[src/rtl/fcpu_pkg.sv]
// fcpu_pkg: shared widths and helpers for the common data bus (CDB).
//   RSV_ID_W / DATA_W / CDB_W : layout of one CDB word {RSV_ID, DATA}
//   BURST_W                   : width of the priority burst counter (PRIO_BURST <= 15)
//   first_nonprio()           : lowest requester index that is not the priority one
package fcpu_pkg;

    localparam int RSV_ID_W = 4;
    localparam int DATA_W   = 16;
    localparam int CDB_W    = RSV_ID_W + DATA_W;
    localparam int BURST_W  = 4;

    // Round-robin pointer home position after reset or flush.
    function automatic int first_nonprio(input int prio_idx);
        return (prio_idx == 0) ? 1 : 0;
    endfunction

endpackage

[src/rtl/cdb_arbiter_rr_pick.sv]
// rr_pick: combinational round-robin search.
//   mask_i  : request mask (priority requester already removed)
//   ptr_i   : index where the search starts
//   grant_o : one-hot grant of the first set mask bit at or after ptr_i,
//             scanning upward with wrap-around; zero if the mask is empty
module rr_pick #(
    parameter int N = 4,
    parameter int W = $clog2(N)
) (
    input  logic [N-1:0] mask_i,
    input  logic [W-1:0] ptr_i,
    output logic [N-1:0] grant_o
);

    logic         found;
    logic [W-1:0] idx;

    always_comb begin
        grant_o = '0;
        found   = 1'b0;
        idx     = '0;
        for (int k = 0; k < N; k++) begin
            idx = W'((int'(ptr_i) + k) % N);
            if (!found && mask_i[idx]) begin
                grant_o[idx] = 1'b1;
                found        = 1'b1;
            end
        end
    end

endmodule

[src/rtl/cdb_arbiter.sv]
// cdb_arbiter: shares one common data bus among N_REQ execution units.
// One requester (PRIO_IDX, the branch unit) wins while its burst counter is
// below PRIO_BURST; the rest are served round-robin. The winning word is
// registered and broadcast one cycle after the handshake.
//   clk, rst             : clock, asynchronous active-high reset
//   clear                : synchronous flush (branch miss)
//   req_data / req_valid : per-requester CDB word and valid (slice i = requester i)
//   req_ready            : per-requester ready, one-hot or zero
//   cdb / cdb_valid      : registered broadcast word and valid
//   cdb_src              : index of the requester that produced cdb
module cdb_arbiter
    import fcpu_pkg::*;
#(
    parameter  int N_REQ      = 4,
    parameter  int PRIO_IDX   = 0,
    parameter  int PRIO_BURST = 2,
    localparam int N_REQ_W    = $clog2(N_REQ)
) (
    input  logic                     clk,
    input  logic                     rst,
    input  logic                     clear,
    input  logic [N_REQ*CDB_W-1:0]   req_data,
    input  logic [N_REQ-1:0]         req_valid,
    output logic [N_REQ-1:0]         req_ready,
    output logic [CDB_W-1:0]         cdb,
    output logic                     cdb_valid,
    output logic [N_REQ_W-1:0]       cdb_src
);

    localparam logic [N_REQ-1:0]   PRIO_MASK = N_REQ'(1) << PRIO_IDX;
    localparam logic [N_REQ_W-1:0] RR_INIT   = N_REQ_W'(first_nonprio(PRIO_IDX));
    localparam logic [BURST_W-1:0] BURST_MAX = BURST_W'(PRIO_BURST);

    logic [N_REQ-1:0]   rr_ptr_q, rr_ptr_d_unused;
    logic [N_REQ_W-1:0] ptr_q, ptr_d;
    logic [BURST_W-1:0] burst_q, burst_d;
    logic [CDB_W-1:0]   cdb_q;
    logic               cdb_valid_q;
    logic [N_REQ_W-1:0] cdb_src_q;

    logic [N_REQ-1:0]   others_mask;
    logic               others_valid;
    logic               prio_valid;
    logic               prio_win;
    logic [N_REQ-1:0]   rr_grant;
    logic [N_REQ-1:0]   grant;
    logic               transfer;
    logic [N_REQ_W-1:0] g_idx;
    logic [CDB_W-1:0]   sel_word;
    int                 nxt;

    assign rr_ptr_q        = '0;
    assign rr_ptr_d_unused = rr_ptr_q;

    assign others_mask  = req_valid & ~PRIO_MASK;
    assign others_valid = |others_mask;
    assign prio_valid   = req_valid[PRIO_IDX];
    // Priority wins below its burst limit, or when nobody else is asking.
    assign prio_win     = prio_valid && ((burst_q < BURST_MAX) || !others_valid);

    rr_pick #(.N(N_REQ), .W(N_REQ_W)) u_rr_pick (
        .mask_i  (others_mask),
        .ptr_i   (ptr_q),
        .grant_o (rr_grant)
    );

    always_comb begin
        grant = '0;
        if (!rst && !clear) begin
            grant = prio_win ? PRIO_MASK : rr_grant;
        end
    end

    assign req_ready = grant;
    assign transfer  = |grant;

    // Encode the one-hot grant and pick the matching data slice.
    always_comb begin
        g_idx    = '0;
        sel_word = '0;
        for (int i = 0; i < N_REQ; i++) begin
            if (grant[i]) begin
                g_idx    = N_REQ_W'(i);
                sel_word = req_data[i*CDB_W +: CDB_W];
            end
        end
    end

    always_comb begin
        burst_d = burst_q;
        if (clear || !prio_valid) begin
            burst_d = '0;
        end else if (grant[PRIO_IDX]) begin
            // A lone priority requester neither consumes nor refills its burst.
            if (others_valid && (burst_q < BURST_MAX)) begin
                burst_d = burst_q + 1'b1;
            end
        end else if (transfer) begin
            burst_d = '0;
        end
    end

    always_comb begin
        ptr_d = ptr_q;
        nxt   = 0;
        if (clear) begin
            ptr_d = RR_INIT;
        end else if (transfer && !grant[PRIO_IDX]) begin
            nxt = (int'(g_idx) + 1) % N_REQ;
            if (nxt == PRIO_IDX) begin
                nxt = (nxt + 1) % N_REQ;
            end
            ptr_d = N_REQ_W'(nxt);
        end
    end

    always_ff @(posedge clk or posedge rst) begin
        if (rst) begin
            ptr_q       <= RR_INIT;
            burst_q     <= '0;
            cdb_q       <= '0;
            cdb_valid_q <= 1'b0;
            cdb_src_q   <= '0;
        end else begin
            ptr_q       <= ptr_d;
            burst_q     <= burst_d;
            cdb_valid_q <= transfer;
            if (transfer) begin
                cdb_q     <= sel_word;
                cdb_src_q <= g_idx;
            end
        end
    end

    assign cdb       = cdb_q;
    assign cdb_valid = cdb_valid_q;
    assign cdb_src   = cdb_src_q;

endmodule

[config.mk]
export PLATFORM = sky130hd
export DESIGN_NAME = cdb_arbiter
export DESIGN_NICKNAME = d
export VERILOG_FILES = /design/src/rtl/fcpu_pkg.sv /design/src/rtl/cdb_arbiter_rr_pick.sv /design/src/rtl/cdb_arbiter.sv
export SDC_FILE = /design/constraint.sdc
export NUM_CORES = 1
export LEC_CHECK = 0
export CAP_MARGIN = 5
export CORE_MARGIN = 4
export CORE_UTILIZATION = 40
export DETAILED_ROUTE_END_ITERATION = 12
export PLACE_DENSITY = 0.81
export RECOVER_POWER = 50
export SETUP_SLACK_MARGIN = 0.02
export SYNTH_ARGS = -nofsm -noshare
export SYNTH_HDL_FRONTEND = slang
export SYNTH_SLANG_ARGS = --single-unit
[constraint.sdc]
create_clock -name clk -period 4 [get_ports clk]
set_input_delay 1.2 -clock clk [delete_from_list [all_inputs] [get_ports clk]]
set_output_delay 1.2 -clock clk [all_outputs]
set_load 0.05 [all_outputs]
### After elaboration in Yosys (flattened, before gate mapping)

Index checks and enable logic that the tools add are counted.

| word-level totals | value |
|---|---|
| flip-flop bits (word level) | 29 |
| input bits | 87 |
| output and inout bits | 27 |
| logic and storage cells | 92 |

| operators by class | value |
|---|---|
| add/sub/neg operators | 6 |
| $lt $le $gt $ge | 9 |
| equality and inequality tests | 1 |
| muxes and demuxes | 39 |
| bitwise operators | 4 |
| reduce and logical (&&, ||, !) cells | 28 |

Operators by type and width:

| cell | count |
|---|---|
| 20-bit 2-to-1 mux | 4 |
| 4-bit 2-to-1 mux | 10 |
| 32-bit zero test | 1 |
| 2-bit by 3-bit < comparator with 1-bit output (second input constant) | 4 |
| 1-bit 2-to-1 mux | 12 |
| 4-bit bitwise OR | 3 |
| 1-bit logical AND | 11 |
| 2-bit 2-to-1 mux | 5 |
| 1-bit binary-select mux with 2-bit select | 4 |
| 1-bit demux with 2-bit select | 4 |
| 2-bit by 1-bit greater-or-equal comparator with 1-bit output (second input constant) | 4 |
| 1-bit zero test | 8 |
| 2-bit adder (second input constant) | 3 |
| 2-bit by 1-bit adder with 2-bit output (second input constant) | 2 |
| 4-bit by 1-bit adder with 4-bit output (second input constant) | 1 |
| 4-bit by 2-bit < comparator with 1-bit output (second input constant) | 1 |
| 4-bit OR reduction | 1 |
| 3-bit by 1-bit != test with 1-bit output (second input constant) | 1 |
| 3-bit nonzero test | 1 |
| 3-bit OR reduction | 1 |
| 1-bit logical OR | 2 |
| 2-bit AND reduction | 1 |
| 2-bit nonzero test | 1 |
| 2-bit OR reduction | 1 |
| 1-bit AND (first input constant) | 1 |

### Longest topological paths before layout

Gate-level depths: netlist of the first run.

| logic depth | value |
|---|---|
| word-level depth | 24 |
| gate-level depth with buffers | 14 |
| depth with buffers taken out | 11 |

### Cells and area by module

A second synthesis of the first run with hierarchy kept.

| second synthesis, totals | value |
|---|---|
| cell total of the unflattened synthesis | 235 |
| area total of the unflattened synthesis | 2,264.7 µm² |

By module, submodules not included:

| module | instances | cells each | area each (µm²) | seq. area each (µm²) |
|---|---|---|---|---|
| cdb_arbiter | 1 | 199 | 1,926.8 | 726.9 |
| rr_pick | 1 | 36 | 337.8 | 0.0 |

### Worst setup path after synthesis of the first run

No wires, ideal clock.

| path | value |
|---|---|
| path type | input port to output port |
| start point | input port req_valid[2] |
| end point | output port req_ready[1] |
| arrival | 2,900 ps |
| data required time | 2,800 ps |
| path slack | -100 ps |
| stages on the path | 7 |
| buffers on the path | 3 |
| path through | buf_2 nor3_1 o21a_1 nor3_1 o31a_1 buf_2 buf_1 |

| on the way | value |
|---|---|
| longest elaborated chain between the ends | 14 |
| elaborated cells between the ends (all ways) | 30 |
| classes of those cells | mux: 17; bitwise: 3; reduce/logical: 10 |

RTL lines:

| element | line | RTL |
|---|---|---|
| start: declaration | cdb_arbiter.sv:23 | `input logic [N_REQ-1:0] req_valid,` |
| 1-bit binary-select mux with 2-bit select | cdb_arbiter_rr_pick.sv:24 | `if (!found && mask_i[idx]) begin` |
| 1-bit 2-to-1 mux (not written as such) | cdb_arbiter_rr_pick.sv:24 |  |
| 1-bit 2-to-1 mux | cdb_arbiter_rr_pick.sv:24 |  |
| 1-bit zero test | cdb_arbiter_rr_pick.sv:24 |  |
| 1-bit logical AND | cdb_arbiter_rr_pick.sv:24 |  |
| 1-bit 2-to-1 mux | cdb_arbiter_rr_pick.sv:24 |  |
| 1-bit zero test | cdb_arbiter_rr_pick.sv:24 |  |
| 1-bit logical AND | cdb_arbiter_rr_pick.sv:24 |  |
| 1-bit 2-to-1 mux | cdb_arbiter_rr_pick.sv:24 |  |
| 1-bit zero test | cdb_arbiter_rr_pick.sv:24 |  |
| 1-bit logical AND | cdb_arbiter_rr_pick.sv:24 |  |
| 4-bit 2-to-1 mux | cdb_arbiter_rr_pick.sv:24 |  |
| 4-bit 2-to-1 mux * | cdb_arbiter.sv:70 | `grant = prio_win ? PRIO_MASK : rr_grant;` |
| 4-bit 2-to-1 mux * | cdb_arbiter.sv:69 | `if (!rst && !clear) begin` |
| end: declaration | cdb_arbiter.sv:24 | `output logic [N_REQ-1:0] req_ready,` |

Mark *: on every way between the ends. The rest lies on a longest branch, timed or not. The select of a mux whose other input is x is not followed.

### Worst setup path after layout of the first run

| path | value |
|---|---|
| start point | register ptr_q[0] |
| end point | output port req_ready[2] |

| on the way | value |
|---|---|
| longest elaborated chain between the ends | 14 |
| elaborated cells between the ends (all ways) | 49 |
| classes of those cells | add/sub: 3; order compare: 8; mux: 25; bitwise: 3; reduce/logical: 10 |

RTL lines:

| element | line | RTL |
|---|---|---|
| start: declaration | cdb_arbiter.sv:35 | `logic [N_REQ_W-1:0] ptr_q, ptr_d;` |
| start signal: assignment | cdb_arbiter.sv:125 | `ptr_q <= ptr_d;` |
| parallel branches: the longest is 11 deep, another holds 2-bit by 3-bit < comparator with 1-bit output | n/a |  |
| 4-bit 2-to-1 mux * | cdb_arbiter_rr_pick.sv:24 |  |
| 4-bit 2-to-1 mux * | cdb_arbiter.sv:70 |  |
| 4-bit 2-to-1 mux * | cdb_arbiter.sv:69 |  |

Mark *: on every way between the ends. The select of a mux whose other input is x is not followed.

==> results of run 1 <==
## Yosys cell counts (all sizes together) (3+ instances only)
library cell  count  share of area (%)
ha                8                4.6
nor2              6                1.0
nand2            24                4.2
nor4b             3                1.9
a21oi             6                1.4
nor2b             3               0.87
nand3b           20                7.0
nor3b             3                1.3
clkbuf            8                1.4
a31oi            20                5.8
a221o            20                9.3
nor3              3               0.70
a21boi            5                1.7
dfrtp            28                 32
buf              13                3.7
and2              6                1.7
o21ai            23                5.5
inv              12                2.1
## timing repair
action,4_1_cts,5_1_grt
pin swaps,0,1
resized for setup,9,10
hold buffers,0,0
endpoints found under the setup margin,4,4
setup buffers,0,2
## kinds of logic (layout without fill, tap and decap cells)
logic type | count (synthesis) | after routing
AO/OA/AOI/OAI | 91 | 91
AND/OR/NAND/NOR | 76 | 76
buffers and inverters | 33 | 152
flip-flops | 29 | 29
adder cells (fa/ha/maj) | 8 | 8
multiplexers | 3 | 3
## worst max-delay path, stage by stage, from the launching register on
cell      delay [ns]
dfstp_2         0.54
inv_1           0.09
ha_2            0.40
mux2_2          0.36
nand4b_1        0.32
a21oi_2         0.30
o41ai_4         0.11
inv_1           0.09
buf_6           0.16
## report_power, final
part | switching, mW | leakage, nW | internal, mW | total, mW
combinational | 0.308 | 1.08 | 0.224 | 0.532
sequential | 0.0296 | 0.363 | 0.349 | 0.378
clock | 0.114 | 0.0585 | 0.203 | 0.317
## sequential cells by signal, summed over array words and instances (netlist names)
name / cells
cdb: 20
burst_q: 4
cdb_src: 2
ptr_q: 2
cdb_valid: 1
## worst paths after layout
check | startpoint | to | slack (ns) | cells after the start
max in group asynchronous | rst | ptr_q[1] | 0.99 | 3
hold / removal | burst_q[3] | burst_q[3] | 0.50 | 1
setup reg to reg | ptr_q[0] | ptr_q[1] | 0.39 | 12
min in group asynchronous | rst | ptr_q[1] | 2.01 | 3
setup / recovery | ptr_q[0] | req_ready[2] | 0.15 | 8
hold reg to reg | burst_q[3] | burst_q[3] | 0.50 | 1
## metal layers
layer  vias up  global-route usage [%]  part of all wire (%)
met5         -                       0                     0
met4         0                    5.74                   1.6
met3        14                    6.69                   9.6
met2       105                    39.7                    50
met1      1139                    22.5                    39
li1       1150                       -                     -
## stage by stage
step	power (mW)	setup slack, ns	utilization [%]
floorplan	0.690	0.0463	-
global placement	0.922	-0.206	66.3
detailed placement	0.930	-0.269	66.3
CTS	1.25	0.0294	68.8
global route	1.28	0.00987	69.1
finish	1.23	0.147	69.1
## final cells by class
type	instances	area (µm²)
tap	70	87.6
clock inverter	1	30.0
sequential	29	728
clock buffer	7	86.3
timing repair buffer	132	1270
inverter	12	45.0
fill	423	1600
multi-input combinational	178	1320
==> results_dict.tcl, run 1 <==
set metrics [dict create \
    setup_viol 0 \
    timing.fmax_mhz 260 \
    cts_sinks 29 \
    dpl.hpwl_mm 5.32 \
    cts-root-buf "clkbuf_8" \
    insertion_delay_ns 0.28 \
    fin_hold_ws_ns 0.498 \
    num_rows 26 \
    wl_per_cell_um 16.8 \
    io_pins 114 \
    worst_clock_skew_ns 0.00686 \
    antenna_found_initial 0 \
    clkTransAtPathRegs_ns 0.07 \
    start_util_pct 41.7 \
    p_per_area_nw_per_um2 343 \
    ys_seq_area_share_pct 33.7 \
    syn-cell-area_um2 2160 \
    end_kind "primary output" \
    layout_common_cells "clkdlybuf4s50_1, dfrtp_1, nand2_1" \
    place_inst 419 \
    synthXorXnorAreaFrac_pct 0 \
    syn_inst 240 \
    syn_to_final_growth_pct 65.7 \
    fin_cells 429 \
    drc_errors 0 \
    drv_slew 30 \
    crit_path_max_fanout 6 \
    drt_pre_antenna_iters 4 \
    arrival_ns 2.65 \
    required_ns 2.80 \
    drive_gt1_share_pct 14.8 \
    n_antenna_cell 0 \
    synth-simple-area-share_pct 21.3 \
    port-buffer-count 113 \
    rsz0062_at_grt "false" \
    htreeDepth 2 \
    grt_max_degree 45 \
    async_reset_ff_share_pct 100 \
    slew-limit-headroom_pct -3.09 \
    final_area_um2 3570 \
    synth_top_family_by_area "compound AO/OA/AOI/OAI gates" \
    violations "max-capacitance violations, max-slew violations" \
    ys_dominant_reg_cell "dfrtp_1" \
    grt_pass1_wl_mm 10.9 \
    synth_edf_count 0 \
    cts_tree "yes" \
    die_w_um 81.4 \
    synth_fa_ha_area_share_pct 4.64 \
    hold_viol 0 \
    coreArea_um2 5170 \
    fin_crit_ns 3.85 \
    setup-tns-final_ns 0 \
    layout_commonest_cell "clkdlybuf4s50_1" \
    tightest_slew_ns 1.55 \
    synth_cell_types 50 \
    postSynthAreaPerCell_um2 8.99 \
    routed_wl_mm 7.20 \
    grt_pass1_vias 2384 \
    vdd_drop_max_mv 0.216 \
    muxShareOfSynthArea_pct 1.51 \
    vias 2408 \
    dieArea_um2 6630 \
    ys_seq_elements 29 \
    period_share_pct 96.3 \
    cts_inserted_buffers 5 \
    synthesis.nets 335 \
    synth-compound-area-share_pct 31.7 \
    min_path_type "register to register" \
    overflow 0 \
    ys_warn_count 0 \
    grt_usage_pct 21.1 \
    status "finished with violations" \
    drt_iter0_drc 117 \
    globalplace.congestion 0.890 \
    place_area_um2 3430 \
    power.leakage_nw 1.50 \
    nets 453 \
    startpoint_type "register" \
    viasPerCell 5.61 \
    crit_type "register to primary output" \
    antenna_left 0 \
    drv_cap 1 \
    cts_buffer_depth 2 \
    die_h_um 81.4 \
]
No activity file was read; power rests on OpenSTA's default activity.
==> run 2, diff against run 1 <==
Settings changed: CORE_ASPECT_RATIO set to 1.5.
==> run 2 against run 1 <==
  * The flow now finishes without violations
  * Critical path depth is 4 lower
  * Wire length is 1.7% higher
  * Sequential cell count stayed put
  * Combinational power is 0.9% higher
  * First-iteration DRC count is 15% higher
  * Hold slack worse by 0.023 ns
  * Via count is 1.2% higher
  * Register-to-register slack better by 0.17 ns
  * Setup slack worse by 0.043 ns
  * Critical path type is now input port to primary output
  * Largest power group unchanged
  * Highest routed layer unchanged
==> results_dict.tcl, run 2 (synthesized netlist as in run 1, its figures left out) <==
set metrics [dict create \
    status "completed" \
    cts_tree "yes" \
    grt_pass1_wl_mm 11.4 \
    startpoint_type "input port" \
    worst_clock_skew_ns 0.00801 \
    dieArea_um2 6660 \
    n_antenna_cell 0 \
    end_kind "primary output" \
    fin_crit_ns 3.90 \
    place_inst 418 \
    setup-tns-final_ns 0 \
    nets 458 \
    multi_input_area_um2 1350 \
    largest_register_ffs 20 \
    hold_viol 0 \
    grt_usage_pct 22.2 \
    insertion_delay_ns 0.28 \
    cts_sinks 29 \
    num_rows 32 \
    grt_pass1_vias 2435 \
    crit_path_max_fanout 3 \
    wl_per_cell_um 16.9 \
    slew-limit-headroom_pct 28.0 \
    htreeDepth 2 \
    fill_cells 448 \
    post-place-ws_ns -0.407 \
    dpl.hpwl_mm 5.60 \
    required_ns 2.80 \
    cts_buffer_depth 2 \
    drive_gt1_share_pct 17.3 \
    max_stage_delay_ns 0.60 \
    p_per_area_nw_per_um2 317 \
    min_path_type "register to register" \
    drt_pre_antenna_iters 4 \
    antenna_found_initial 0 \
    worst_slack_ns 0.104 \
    vias 2436 \
    period_share_pct 97.4 \
    layout_commonest_cell "clkdlybuf4s50_1" \
    coreArea_um2 5200 \
    drv_cap 0 \
    vdd_drop_max_mv 0.204 \
    cp_cell_sequence "dlygate4sd3_1 -> nor3_2 -> o31a_1 -> buf_12" \
    clkTransAtPathRegs_ns 0.06 \
    power_mw 1.15 \
    cp_num_buf_inv 2 \
    globalplace.congestion 0.963 \
    cts_inserted_buffers 5 \
    layout_common_cells "clkdlybuf4s50_1, dfrtp_1, nand2_1" \
    cts-root-buf "clkbuf_8" \
    drc_errors 0 \
    timing.fmax_mhz 257 \
    syn_to_final_growth_pct 68.3 \
    crit_type "input port to primary output" \
    critPathSlowestCell "dlygate4sd3_1" \
    routed_wl_mm 7.32 \
    tightest_slew_ns 1.08 \
    port-buffer-count 113 \
    grt_max_degree 43 \
    cp_top_family "buffers and inverters" \
    power.leakage_nw 1.52 \
    setup_viol 0 \
    seqCellArea_um2 728 \
    postCtsHoldBufs 0 \
    drt_iter0_drc 135 \
    antenna_left 0 \
    overflow 0 \
    drv_slew 0 \
    fin_hold_ws_ns 0.475 \
    die_h_um 97.9 \
    arrival_ns 2.70 \
    start_util_pct 41.4 \
    viasPerCell 5.64 \
    fin_cells 432 \
    rsz0062_at_grt "false" \
    io_pins 114 \
    die_w_um 68.0 \
]
run 2: repair_timing:
| action | CTS | global route |
|---|---|---|
| setup buffers | 0 | 6 |
| resized for setup | 18 | 10 |
| pin swaps | 3 | 4 |
| hold endpoints to repair | 0 | 0 |
| setup endpoints to repair | 5 | 4 |
run 2: area by class of cell:
type	instances	share of cell area, %
inverter	12	1.24
tap	68	2.34
multi-input combinational	178	37.3
clock buffer	6	2.00
timing repair buffer	137	36.8
clock inverter	2	0.276
sequential	29	20.1
run 2: worst register-to-register path: stages (launching register included):
cell and delay (ns):
dfstp_2 0.54, inv_1 0.09, ha_2 0.38, mux2_2 0.36
nand4b_1 0.33, a21boi_2 0.26, o41ai_4 0.11, inv_2 0.09
buf_4 0.28, nor2_1 0.12, ha_1 0.28, or3_1 0.36
o22ai_1 0.15
run 2: final timing paths:
check	start	end	slack, ns	cells past startpoint
max in group asynchronous	rst	cdb[19]	1.26	3
setup / recovery	rst	req_ready[1]	0.10	4
hold / removal	cdb_src[0]	cdb_src[0]	0.48	1
hold reg to reg	cdb_src[0]	cdb_src[0]	0.48	1
min in group asynchronous	rst	cdb[0]	1.42	2
setup reg to reg	ptr_q[0]	ptr_q[1]	0.56	12
run 2: power breakdown:
part / total (mW) / leakage, nW / internal [mW] / switching (mW)
Sequential: 0.380 / 0.363 / 0.349 / 0.0316
Clock: 0.234 / 0.0450 / 0.120 / 0.114
Combinational: 0.537 / 1.11 / 0.229 / 0.309
run 2: routing by layer:
layer | part of all wire (%) | track usage [%] | vias up
met3 | 5.6 | 4.83 | 12
met2 | 54 | 39.1 | 95
met4 | 2.3 | 8.73 | 0
met5 | 0 | 0 | -
li1 | - | - | 1160
met1 | 38 | 24.9 | 1169
run 2: metrics by stage:
step,util [%],instance area [µm²]
after floorplan,-,2170
after global placement,66.5,3460
after detailed placement,66.5,3460
after CTS,68.9,3590
after global routing,69.7,3630
final,69.7,3630
==> run 3, diff against run 2 <==
Settings changed: ABC_AREA set to 1, CORE_UTILIZATION 40 to 44, PLACE_DENSITY 0.81 to 0.82, SKIP_CTS_REPAIR_TIMING set to 1.
==> run 3 against run 2 <==
  * The run now ends with max-capacitance violations, max-slew violations left
  * Hold slack is essentially flat
  * Clock skew shrank 0.0043 ns
  * Synthesized cell count grew 100%
  * Non-clock buffer count shrank 12
  * Utilization shrank 2.9 points
  * Count of clock-buffer cells in the layout grew 2
  * Fmax grew 4.2%
  * Setup slack gained 0.16 ns
  * Sequential share of layout area shrank 2.3 points
  * Via count grew 33%
  * Critical endpoint unchanged
  * Largest cell class unchanged
==> results_dict.tcl, run 3 <==
set metrics [dict create \
    rsz0062_at_grt "false" \
    required_ns 2.80 \
    largest_register_ffs 20 \
    ys_dominant_reg_cell "dfrtp_1" \
    ys_warn_count 0 \
    dpl.hpwl_mm 7.12 \
    drt_iter0_drc 173 \
    startpoint_type "input port" \
    synth_cell_types 30 \
    drt_pre_antenna_iters 4 \
    synth_most_common_cell "nand2_1" \
    drv_cap 1 \
    timing.fmax_mhz 267 \
    dieArea_um2 7630 \
    syn-cell-area_um2 2760 \
    drv_slew 30 \
    insertion_delay_ns 0.29 \
    synthTopCellsByCount "nand2_1, inv_1, nand3_1, dfrtp_1, or2_1" \
    vias 3252 \
    nets 685 \
    synthTopCellsByArea "nand2_1, dfrtp_1, nand3_1" \
    p_sw_mw 0.870 \
    crit_path_max_fanout 4 \
    cts_buffer_depth 2 \
    place_area_um2 4000 \
    globalplace.congestion 0.962 \
    p_int_mw 0.901 \
    grt_pass1_vias 3117 \
    synth_edf_count 0 \
    vdd_drop_max_mv 0.332 \
    crit_type "input port to primary output" \
    end_kind "primary output" \
    coreArea_um2 6130 \
    yosysTopAreaCellShare_pct 29.8 \
    ys_seq_area_share_pct 26.3 \
    violations "max-capacitance violations, max-slew violations" \
    wl_per_cell_um 13.4 \
    syn_inst 479 \
    n_antenna_cell 0 \
    antenna_left 0 \
    cts_sinks 29 \
    worst_clock_skew_ns 0.00369 \
    arrival_ns 2.54 \
    hold_viol 0 \
    grt_max_degree 42 \
    fill_cells 582 \
    final_area_um2 4100 \
    start_util_pct 45.0 \
    routed_wl_mm 8.94 \
    die_h_um 105 \
    p_per_area_nw_per_um2 432 \
    antenna_found_initial 0 \
    min_path_type "register to register" \
    cts_inserted_buffers 5 \
    tightest_slew_ns 1.64 \
    ys_seq_elements 29 \
    overflow 0 \
    syn_to_final_growth_pct 48.4 \
    grt_usage_pct 23.7 \
    postSynthAreaPerCell_um2 5.76 \
    fin_crit_ns 3.74 \
    drc_errors 0 \
    die_w_um 72.7 \
    num_rows 35 \
    status "finished with violations" \
    setup_viol 0 \
    clock_power_share_pct 14.4 \
    cts-root-buf "clkbuf_8" \
    grt_pass1_wl_mm 14.5 \
    async_reset_ff_share_pct 100 \
    io_pins 114 \
    layout_common_cells "nand2_1, clkdlybuf4s50_1, inv_1" \
    power.leakage_nw 2.31 \
    cts_tree "yes" \
    port-buffer-count 113 \
    layout_commonest_cell "nand2_1" \
    synthesis.nets 574 \
    combPwrFrac_pct 59.3 \
    viasPerCell 4.89 \
    setup-tns-final_ns 0 \
    pwr-share-seq_pct 26.2 \
    p_sw_share_pct 49.1 \
    synth_top_area_cell "nand2_1" \
    period_share_pct 93.5 \
    drive_gt1_share_pct 8.12 \
    htreeDepth 2 \
    clkTransAtPathRegs_ns 0.06 \
    slew-limit-headroom_pct -9.27 \
]
run 3: cell count changes in the layout (fill, tap and decap cells not counted), sizes merged, moves of 6 or more:
cell    change
a221o      -20
a31oi      -20
and2        -6
buf        -14
inv        +69
nand2     +202
nand3      +70
nand3b     -20
o21ai      -21
or2        +20
run 3: cell type report:
class,instances,area (µm²),share of cell area [%]
Multi-Input combinational cell,348,1620,39.5
Inverter,81,307,7.48
Clock buffer,8,90.1,2.20
Timing Repair Buffer,125,1260,30.9
Sequential cell,29,727,17.7
Tap cell,74,92.6,2.26
run 3: layer usage:
metal / track usage [%] / share of wire, %
met4: 9.10 / 3.5
met3: 3.66 / 4.5
met5: 0 / 0
met1: 27.2 / 37
met2: 42.7 / 55
run 3: logic make-up after synthesis:
family,Yosys count,synth area share [%]
simple gates,329,51.9
buf+inv,102,15.5
flops,29,26.3
compound gates,10,2.36
fa+ha+maj,8,3.62
xor+xnor,1,0.317
run 3: path summary, 6_finish.rpt:
kind / start / endpoint / slack, ns / cells past startpoint
max reg2reg: ptr_q[0] / burst_q[0] / 0.99 / 15
min in group asynchronous: rst / cdb[10] / 1.96 / 3
max in group asynchronous: rst / cdb[16] / 1.08 / 3
max: rst / req_ready[1] / 0.26 / 6
min: cdb[5] / cdb[5] / 0.47 / 2
min reg2reg: cdb[5] / cdb[5] / 0.47 / 2
run 3: metrics by stage:
stage | setup WS, ns | cells | utilization (%) | hold slack [ns] | total power, mW
6_report | 0.260 | 665 | 66.8 | 0.475 | 1.77
4_1_cts | 0.0122 | 665 | 66.7 | 0.486 | 1.80
2_1_floorplan | 0.422 | 479 | - | 0.485 | 1.14
3_3_place_gp | 0.0392 | 657 | 65.2 | 0.458 | 1.53
3_5_place_dp | 0.0275 | 657 | 65.2 | 0.468 | 1.54
5_1_grt | 0.160 | 665 | 66.8 | 0.501 | 1.88
run 3: power groups by stage:
stage / Clock (mW) / Combinational [mW] / Sequential (mW)
after floorplan: 0 / 0.325 / 0.816
final: 0.256 / 1.05 / 0.464
after global placement: 0 / 1.06 / 0.466
after CTS: 0.261 / 1.07 / 0.467
after detailed placement: 0 / 1.07 / 0.469
after global routing: 0.272 / 1.13 / 0.480
run 3: critical path, stage by stage:
cell and delay, ns:
dlygate4sd3_1 0.56, nor2_2 0.14, a21boi_2 0.28, nand2_1 0.12, inv_2 0.10, buf_12 0.14
